[src/rtl/decode_stage.sv]
// Y-86 decode/register-file stage: source/destination selection, operand forwarding,
// the 15 x 64 architectural register file and the E pipeline register.
module decode_stage (
  input  logic         clk,
  input  logic         rst_n,
  input  logic [144:0] D,
  input  logic         E_stall,
  input  logic         E_bubble,
  input  logic [3:0]   e_dstE,
  input  logic [3:0]   M_dstE,
  input  logic [3:0]   M_dstM,
  input  logic [3:0]   W_dstE,
  input  logic [3:0]   W_dstM,
  input  logic [63:0]  e_valE,
  input  logic [63:0]  M_valE,
  input  logic [63:0]  m_valM,
  input  logic [63:0]  W_valE,
  input  logic [63:0]  W_valM,
  output logic [3:0]   d_srcA,
  output logic [3:0]   d_srcB,
  output logic [2:0]   E_stat,
  output logic [3:0]   E_icode,
  output logic [3:0]   E_ifun,
  output logic [63:0]  E_valC,
  output logic [63:0]  E_valA,
  output logic [63:0]  E_valB,
  output logic [3:0]   E_dstE,
  output logic [3:0]   E_dstM,
  output logic [3:0]   E_srcA,
  output logic [3:0]   E_srcB
);

  localparam logic [3:0] IcodeHalt   = 4'h0;
  localparam logic [3:0] IcodeNop    = 4'h1;
  localparam logic [3:0] IcodeRrmovq = 4'h2;
  localparam logic [3:0] IcodeIrmovq = 4'h3;
  localparam logic [3:0] IcodeRmmovq = 4'h4;
  localparam logic [3:0] IcodeMrmovq = 4'h5;
  localparam logic [3:0] IcodeOpq    = 4'h6;
  localparam logic [3:0] IcodeJxx    = 4'h7;
  localparam logic [3:0] IcodeCall   = 4'h8;
  localparam logic [3:0] IcodeRet    = 4'h9;
  localparam logic [3:0] IcodePushq  = 4'hA;
  localparam logic [3:0] IcodePopq   = 4'hB;

  localparam logic [3:0] RegRsp  = 4'h4;
  localparam logic [3:0] RegNone = 4'hF;

  localparam logic [2:0] StatAok = 3'd1;
  localparam logic [2:0] StatHlt = 3'd2;
  localparam logic [2:0] StatAdr = 3'd3;
  localparam logic [2:0] StatIns = 3'd4;

  localparam int unsigned NumRegs = 15;

  logic        w_imem_error;
  logic [3:0]  w_icode;
  logic [3:0]  w_ifun;
  logic [3:0]  w_ra;
  logic [3:0]  w_rb;
  logic [63:0] w_valc;
  logic [63:0] w_valp;

  assign w_imem_error = D[144];
  assign w_icode      = D[143:140];
  assign w_ifun       = D[139:136];
  assign w_ra         = D[135:132];
  assign w_rb         = D[131:128];
  assign w_valc       = D[127:64];
  assign w_valp       = D[63:0];

  logic [3:0]  w_dste;
  logic [3:0]  w_dstm;
  logic [2:0]  w_stat;
  logic [63:0] w_rf_a;
  logic [63:0] w_rf_b;
  logic [63:0] w_vala;
  logic [63:0] w_valb;

  logic [63:0] r_rf [NumRegs];

  always_comb begin
    d_srcA = RegNone;
    unique case (w_icode)
      IcodeRrmovq, IcodeRmmovq, IcodeOpq, IcodePushq: d_srcA = w_ra;
      IcodeRet, IcodePopq:                            d_srcA = RegRsp;
      default:                                        d_srcA = RegNone;
    endcase
  end

  always_comb begin
    d_srcB = RegNone;
    unique case (w_icode)
      IcodeRmmovq, IcodeMrmovq, IcodeOpq:            d_srcB = w_rb;
      IcodeCall, IcodeRet, IcodePushq, IcodePopq:    d_srcB = RegRsp;
      default:                                       d_srcB = RegNone;
    endcase
  end

  always_comb begin
    w_dste = RegNone;
    unique case (w_icode)
      IcodeRrmovq, IcodeIrmovq, IcodeOpq:            w_dste = w_rb;
      IcodeCall, IcodeRet, IcodePushq, IcodePopq:    w_dste = RegRsp;
      default:                                       w_dste = RegNone;
    endcase
  end

  assign w_dstm = (w_icode == IcodeMrmovq || w_icode == IcodePopq) ? w_ra : RegNone;

  always_comb begin
    w_stat = StatAok;
    if (w_imem_error)            w_stat = StatAdr;
    else if (w_icode > IcodePopq) w_stat = StatIns;
    else if (w_icode == IcodeHalt) w_stat = StatHlt;
  end

  // Index F is not a register; reads of it return zero.
  assign w_rf_a = (d_srcA == RegNone) ? 64'd0 : r_rf[d_srcA];
  assign w_rf_b = (d_srcB == RegNone) ? 64'd0 : r_rf[d_srcB];

  // Youngest producer wins; a source of F never matches any destination.
  function automatic logic [63:0] fwd(input logic [3:0] src, input logic [63:0] rf_val);
    logic [63:0] v;
    v = rf_val;
    if (src == RegNone)     v = 64'd0;
    else if (src == e_dstE) v = e_valE;
    else if (src == M_dstM) v = m_valM;
    else if (src == M_dstE) v = M_valE;
    else if (src == W_dstM) v = W_valM;
    else if (src == W_dstE) v = W_valE;
    return v;
  endfunction

  always_comb begin
    w_vala = fwd(d_srcA, w_rf_a);
    if (w_icode == IcodeJxx || w_icode == IcodeCall) w_vala = w_valp;
  end

  assign w_valb = fwd(d_srcB, w_rf_b);

  // The M write is issued last so it takes precedence when both ports hit one index.
  always_ff @(posedge clk or negedge rst_n) begin
    if (!rst_n) begin
      for (int i = 0; i < NumRegs; i++) r_rf[i] <= 64'd0;
    end else begin
      if (W_dstE != RegNone) r_rf[W_dstE] <= W_valE;
      if (W_dstM != RegNone) r_rf[W_dstM] <= W_valM;
    end
  end

  always_ff @(posedge clk or negedge rst_n) begin
    if (!rst_n) begin
      E_stat  <= StatAok;
      E_icode <= IcodeNop;
      E_ifun  <= 4'h0;
      E_valC  <= 64'd0;
      E_valA  <= 64'd0;
      E_valB  <= 64'd0;
      E_dstE  <= RegNone;
      E_dstM  <= RegNone;
      E_srcA  <= RegNone;
      E_srcB  <= RegNone;
    end else if (E_bubble) begin
      E_stat  <= StatAok;
      E_icode <= IcodeNop;
      E_ifun  <= 4'h0;
      E_valC  <= 64'd0;
      E_valA  <= 64'd0;
      E_valB  <= 64'd0;
      E_dstE  <= RegNone;
      E_dstM  <= RegNone;
      E_srcA  <= RegNone;
      E_srcB  <= RegNone;
    end else if (!E_stall) begin
      E_stat  <= w_stat;
      E_icode <= w_icode;
      E_ifun  <= w_ifun;
      E_valC  <= w_valc;
      E_valA  <= w_vala;
      E_valB  <= w_valb;
      E_dstE  <= w_dste;
      E_dstM  <= w_dstm;
      E_srcA  <= d_srcA;
      E_srcB  <= d_srcB;
    end
  end

endmodule

[config.mk]
export PLATFORM = sky130hd
export DESIGN_NAME = decode_stage
export DESIGN_NICKNAME = d
export VERILOG_FILES = /design/src/rtl/decode_stage.sv
export SDC_FILE = /design/constraint.sdc
export NUM_CORES = 2
export LEC_CHECK = 0
export BUFFER_PORTS_ARGS = -buffer_cell sky130_fd_sc_hd__clkbuf_2
export CORE_AREA = 2 2 532 587
export DETAILED_ROUTE_END_ITERATION = 8
export DIE_AREA = 0 0 534 589
export PLACE_DENSITY = 0.49
export SETUP_SLACK_MARGIN = 0.1
export SLEW_MARGIN = 5
export SYNTH_ARGS = -nofsm -noshare
export SYNTH_HDL_FRONTEND = slang
export SYNTH_SLANG_ARGS = --single-unit
[constraint.sdc]
create_clock -name clk -period 3.8 [get_ports clk]
set_clock_uncertainty 0.05 [all_clocks]
set_input_delay 1.14 -clock clk [delete_from_list [all_inputs] [get_ports clk]]
set_output_delay 1.14 -clock clk [all_outputs]
set_load 0.02 [all_outputs]
; Word level (Yosys, flattened, before mapping)
; Index checks and enable logic that the tools add are counted.
[word_totals]
ff_bits = 1179
latch_bits = 0
ramBits = 0
romBits = 0
in_bits = 489
out_inout_bits = 227
n_memories = 0
[op_classes]
n_addsub = 0
n_mul = 0
n_div = 0
n_lt_le_gt_ge = 7
n_eq_ne = 25
shifts = 0
mux = 54
n_bitwise = 4
reduce_logical = 10
[op_table]
columns = cell, n
row1 = 960-bit bitwise mux, 2
row2 = 960-bit two-way mux, 2
row3 = 64-bit two-way mux, 25
row4 = 64-bit binary-select mux with 4-bit select, 2
row5 = 64-bit demux with 4-bit select, 2
row6 = 4-bit two-way mux, 13
row7 = 4-bit == test, 10
row8 = 4-bit == test (second input constant), 6
row9 = 4-bit one-hot mux with 2 select lines, 3
row10 = 5-bit greater-or-equal comparator (second input constant), 4
row11 = 4-bit NOT with 5-bit output, 4
row12 = 4-bit by 3-bit == test with 1-bit output (second input constant), 4
row13 = 3-bit two-way mux, 4
row14 = 5-bit by 1-bit less-than comparator with 1-bit output (second input constant), 2
row15 = 4-bit by 2-bit == test with 1-bit output (second input constant), 2
row16 = 4-bit != test (second input constant), 2
row17 = 4-bit OR reduction, 2
row18 = 3-bit OR reduction, 2
row19 = 4-bit greater-than comparator (second input constant), 1
row20 = 4-bit zero test, 1
row21 = 1-bit logical AND, 2
row22 = 1-bit logical OR, 2
row23 = 2-bit two-way mux, 1
row24 = 2-bit by 1-bit != test with 1-bit output (second input constant), 1
row25 = 2-bit OR reduction, 1

; Logic depth before layout (Yosys ltp)
[depth]
word_depth = 16
ltp_mapped = 14
mapped_depth_nobuf = 9

; Worst setup path after synthesis
; Ideal clock, no wire load.
[synth_timing]
kind = input to output
from = input D[143]
to = output d_srcB[0]
arrival_ps = 2904
path_slack_ps = -294
cell_stages = 7
path_cell_list = nand2b_1 -> clkbuf_1 -> o31ai_1 -> inv_2 -> clkbuf_1 -> buf_1 -> clkbuf_1
[synth_via]
elab_chain_len = 3
word_cells_on_any_way = 10
classes_between = eq/ne (7) / mux (1) / reduce/logical (2)
[synth_rtl]
columns = item, line
row1 = start: declaration, 6  ; input logic [144:0] D,
row2 = 4-bit == test or 4-bit by 3-bit == test with 1-bit output (tied branches), 93  ; unique case (w_icode)
row3 = 4-bit OR reduction or 3-bit OR reduction (tied branches), 93
row4 = 4-bit one-hot mux with 2 select lines *, 93
row5 = end: declaration, 20  ; output logic [3:0] d_srcB,
; Mark *: on every way between the ends. The rest lies on a longest branch, timed or not.

; Worst setup path after layout
[layout_timing]
from = input D[141]
to = output d_srcA[0]
[layout_via]
elab_chain_len = 3
word_cells_on_any_way = 9
classes_between = eq/ne (6) / mux (1) / reduce/logical (2)
[layout_rtl]
columns = item, line
row1 = "4-bit == test, or another cell as far along", 84  ; unique case (w_icode)
row2 = 4-bit OR reduction or 2-bit OR reduction (tied branches), 84
row3 = 4-bit one-hot mux with 2 select lines *, 84
row4 = end: declaration, 19  ; output logic [3:0] d_srcA,
; Marked as above.

==> flow_metrics.env <==
export IMPL_status="finished, violations left"
export IMPL_failed_checks="DRC"
export IMPL_cp_required_ps=2610
export IMPL_path_clk_slew_ps=60
export IMPL_vias=82300
export IMPL_grt_pass1_vias=79100
export IMPL_ant_nets=0
export IMPL_max_cap_violations=0
export IMPL_drive_above_1_share_pct=21.3
export IMPL_gr_total_overflow=0
export IMPL_final_seq_area_um2=29500
export IMPL_multi_input_area_um2=43600
export IMPL_cts_buffer_depth=4
export IMPL_synth_cell_area_um2=76700
export IMPL_cts_tree="yes"
export IMPL_post_route_util_pct=31.5
export IMPL_yosys_warnings=0
export IMPL_hold_path_class="in -> async"
export IMPL_start_util_pct=24.9
export IMPL_synth_cells=8910
export IMPL_root_buffer="clkbuf_16"
export IMPL_nFillCells=31900
export IMPL_p_switching_w=0.0157
export IMPL_fmax_ghz=0.269
export IMPL_ir_drop_mv=0.312
export IMPL_finalNetCount=10000
export IMPL_worstSetupEndpointType="primary output"
export IMPL_grt_max_degree=101
export IMPL_synth_area_leaders="dfrtp_1 (38%), mux2i_1 (14%), a21oi_1 (5.6%), o21ai_0 (5.2%), nand2_1 (4.9%)"
export IMPL_post_route_period_util_pct=97.8
export IMPL_p_leak_nw=43.1
export IMPL_place_gp_congestion=0.933
export IMPL_critPathMaxFanout=8
export IMPL_ys_ff_latch=1179
export IMPL_fp_dieW_um=534
export IMPL_cpPeakStageDelay_ps=300
export IMPL_setup_violations=0
export IMPL_ys_flop_type="dfrtp_1"
export IMPL_rows=214
export IMPL_die_h_um=589
export IMPL_synth_edf_count=0
export IMPL_via_per_inst=5.97
export IMPL_clockPowerShare_pct=33.3
export IMPL_p_seq_share_pct=39.2
export IMPL_core_um2=308000
export IMPL_switching_share_pct=35.6
export IMPL_worstPathCellList="clkbuf_4 -> nor2_2 -> buf_4 -> o31ai_4 -> bufinv_16 -> buf_12 -> buf_12 -> clkbuf_8"
export IMPL_rrSetupSlack_ps=1570
export IMPL_slowest_stage="o31ai_4"
export IMPL_worst_setup_path_start_kind="primary input"
export IMPL_yosys_area_top_type="dfrtp_1"
export IMPL_die_area_um2=315000
export IMPL_yosysSeqAreaShare_pct=38.5
export IMPL_worst_pin_slew_ps=1100
export IMPL_place_hpwl_mm=301
export IMPL_internal_power_w=0.0284
export IMPL_drc=13
export IMPL_max_slew_margin_pct=26.8
export IMPL_wl_per_cell_um=33.1
export IMPL_cts_buffers=149
export IMPL_cp_common_cell="buf_12"
export IMPL_final_hold_violation_count=0
export IMPL_fin_crit_ps=3720
export IMPL_final_common_cell="dfrtp_1"
export IMPL_holdWs_ps=174
export IMPL_antenna_found_initial=79
export IMPL_pwr_share_comb_pct=27.5
export IMPL_critPathKind="in -> out"
export IMPL_drv_slew=0
export IMPL_wl_mm=456
export IMPL_synth_distinct_cells=81
export IMPL_worstPathArrival_ps=2530
export IMPL_hold_buffers=0
export IMPL_drt_initial_drc_count=11800
export IMPL_final_cell_mix="dfrtp_1 (1161), mux2i_1 (1076), nand2_1 (995)"
export IMPL_synth_top_area_share_pct=37.9
export IMPL_insertion_delay_ps=870
export IMPL_area_delta_synth_final_pct=26.4
export IMPL_power_density_nw_per_um2=455
export IMPL_grt_pass1_wl_mm=629
export IMPL_track_usage_pct=27.7
export IMPL_syn_area_per_cell_um2=8.61
export IMPL_firstDrtPassIters=9
export IMPL_ys_async_sr_fraction_pct=100
export IMPL_cts_max_level=4
export IMPL_cts_sinks=1179
export IMPL_ios=716
export IMPL_rsz0062_at_grt="true"
export IMPL_numPortBuffers=715
export IMPL_synth_nets=9399
-- worst max-delay path, delay by kind of cell --
family                 cells  cell delay [ps]
buffers and inverters      6              990
AND/OR/NAND/NOR            1               90
AO/OA/AOI/OAI              1              300
-- power groups by stage --
stage	Clock [W]	Sequential, W	Combinational, W
3_5_place_dp	0	0.0173	0.0118
3_3_place_gp	0	0.0172	0.0116
2_1_floorplan	0	0.0167	0.00653
6_report	0.0147	0.0173	0.0121
5_1_grt	0.0153	0.0175	0.0129
4_1_cts	0.0149	0.0171	0.0118
-- cell usage after synthesis, types with 65 or more instances --
library cell  count
clkbuf_1        841
a221oi_1        138
a32oi_1         125
buf_2            66
a21oi_1         863
buf_1           125
nor2_1          868
a211o_1          74
a22o_1           65
nor3_1           90
a22oi_1          65
mux2_2          116
dfrtp_1        1161
nor3b_1          68
mux2i_1        1076
o21ai_0         795
nand2_1        1007
a211oi_1        301
a31oi_1          71
o221ai_1        129
a222oi_1         96
-- final timing paths --
path / cells after the start / from / endpoint
max: 8 / D[141] / d_srcA[0]
min: 1 / rst_n / E_valA[49]
max reg2reg: 6 / r_rf[767] / E_valB[63]
min reg2reg: 2 / E_stat[1] / E_stat[1]
max in group asynchronous: 2 / rst_n / r_rf[292]
min in group clk: 2 / E_stat[1] / E_stat[1]
-- through the flow --
| step | instances | TNS (ps) | setup WS [ps] | cell area [um^2] | power [W] |
|---|---|---|---|---|---|
| after floorplan | 8910 | 0 | 94.2 | 76800 | 0.0233 |
| after CTS | 13700 | 0 | 26.9 | 96800 | 0.0438 |
| final | 13800 | 0 | 83.0 | 97000 | 0.0441 |
| after global placement | 13500 | -25270 | -673 | 91800 | 0.0288 |
| after detailed placement | 13500 | -26440 | -624 | 91800 | 0.0291 |
| after global routing | 13800 | 0 | 68.8 | 97000 | 0.0457 |
-- cells by family (layout without fill, tap and decap cells) --
logic type                after synthesis  count (layout)  share of synthesized area, %
xor gates and xnor gates                3               3                        0.0343
and+or+nand+nor                      2282            2282                          12.7
other                                   0              29                             0
muxes                                1192            1192                          15.7
DFF                                  1179            1179                          38.5
buffers and inverters                1104            1845                          5.59
AOI/OAI and AO/OA                    3150            3150                          27.4
-- cell type report --
class	instances	area share (%)
Antenna cell	29	0.0748
Clock buffer	210	4.39
Clock inverter	42	0.549
Inverter	63	0.315
Multi-Input combinational cell	6627	45.0
Sequential cell	1179	30.4
Tap cell	4104	5.29
Timing Repair Buffer	1530	14.0
-- routing by layer --
layer / share of wire, % / global-route usage (%) / up-vias
met3: 12 / 8.19 / 1409
li1: - / - / 34200
met2: 42 / 41.1 / 5939
met4: 6.3 / 15.5 / 66
met5: 0.089 / 0 / -
met1: 40 / 35.9 / 40700
-- flip-flops by register name, summed over array words and instances, names as in the netlist --
| register | flops |
|---|---|
| E_dstE | 4 |
| r_rf | 960 |
| E_valC | 64 |
| E_valA | 64 |
| E_srcA | 4 |
| E_icode | 4 |
| E_srcB | 4 |
| E_valB | 64 |
| E_stat | 3 |
| E_dstM | 4 |
| E_ifun | 4 |
-- timing repair --
item,CTS,global route
gates cloned,0,1
gates resized for setup,15,23
endpoints found under the setup margin,5,6
pin swaps,3,3
hold endpoints to repair,0,0
setup buffers,9,9
No activity file was read; power rests on OpenSTA's default activity.
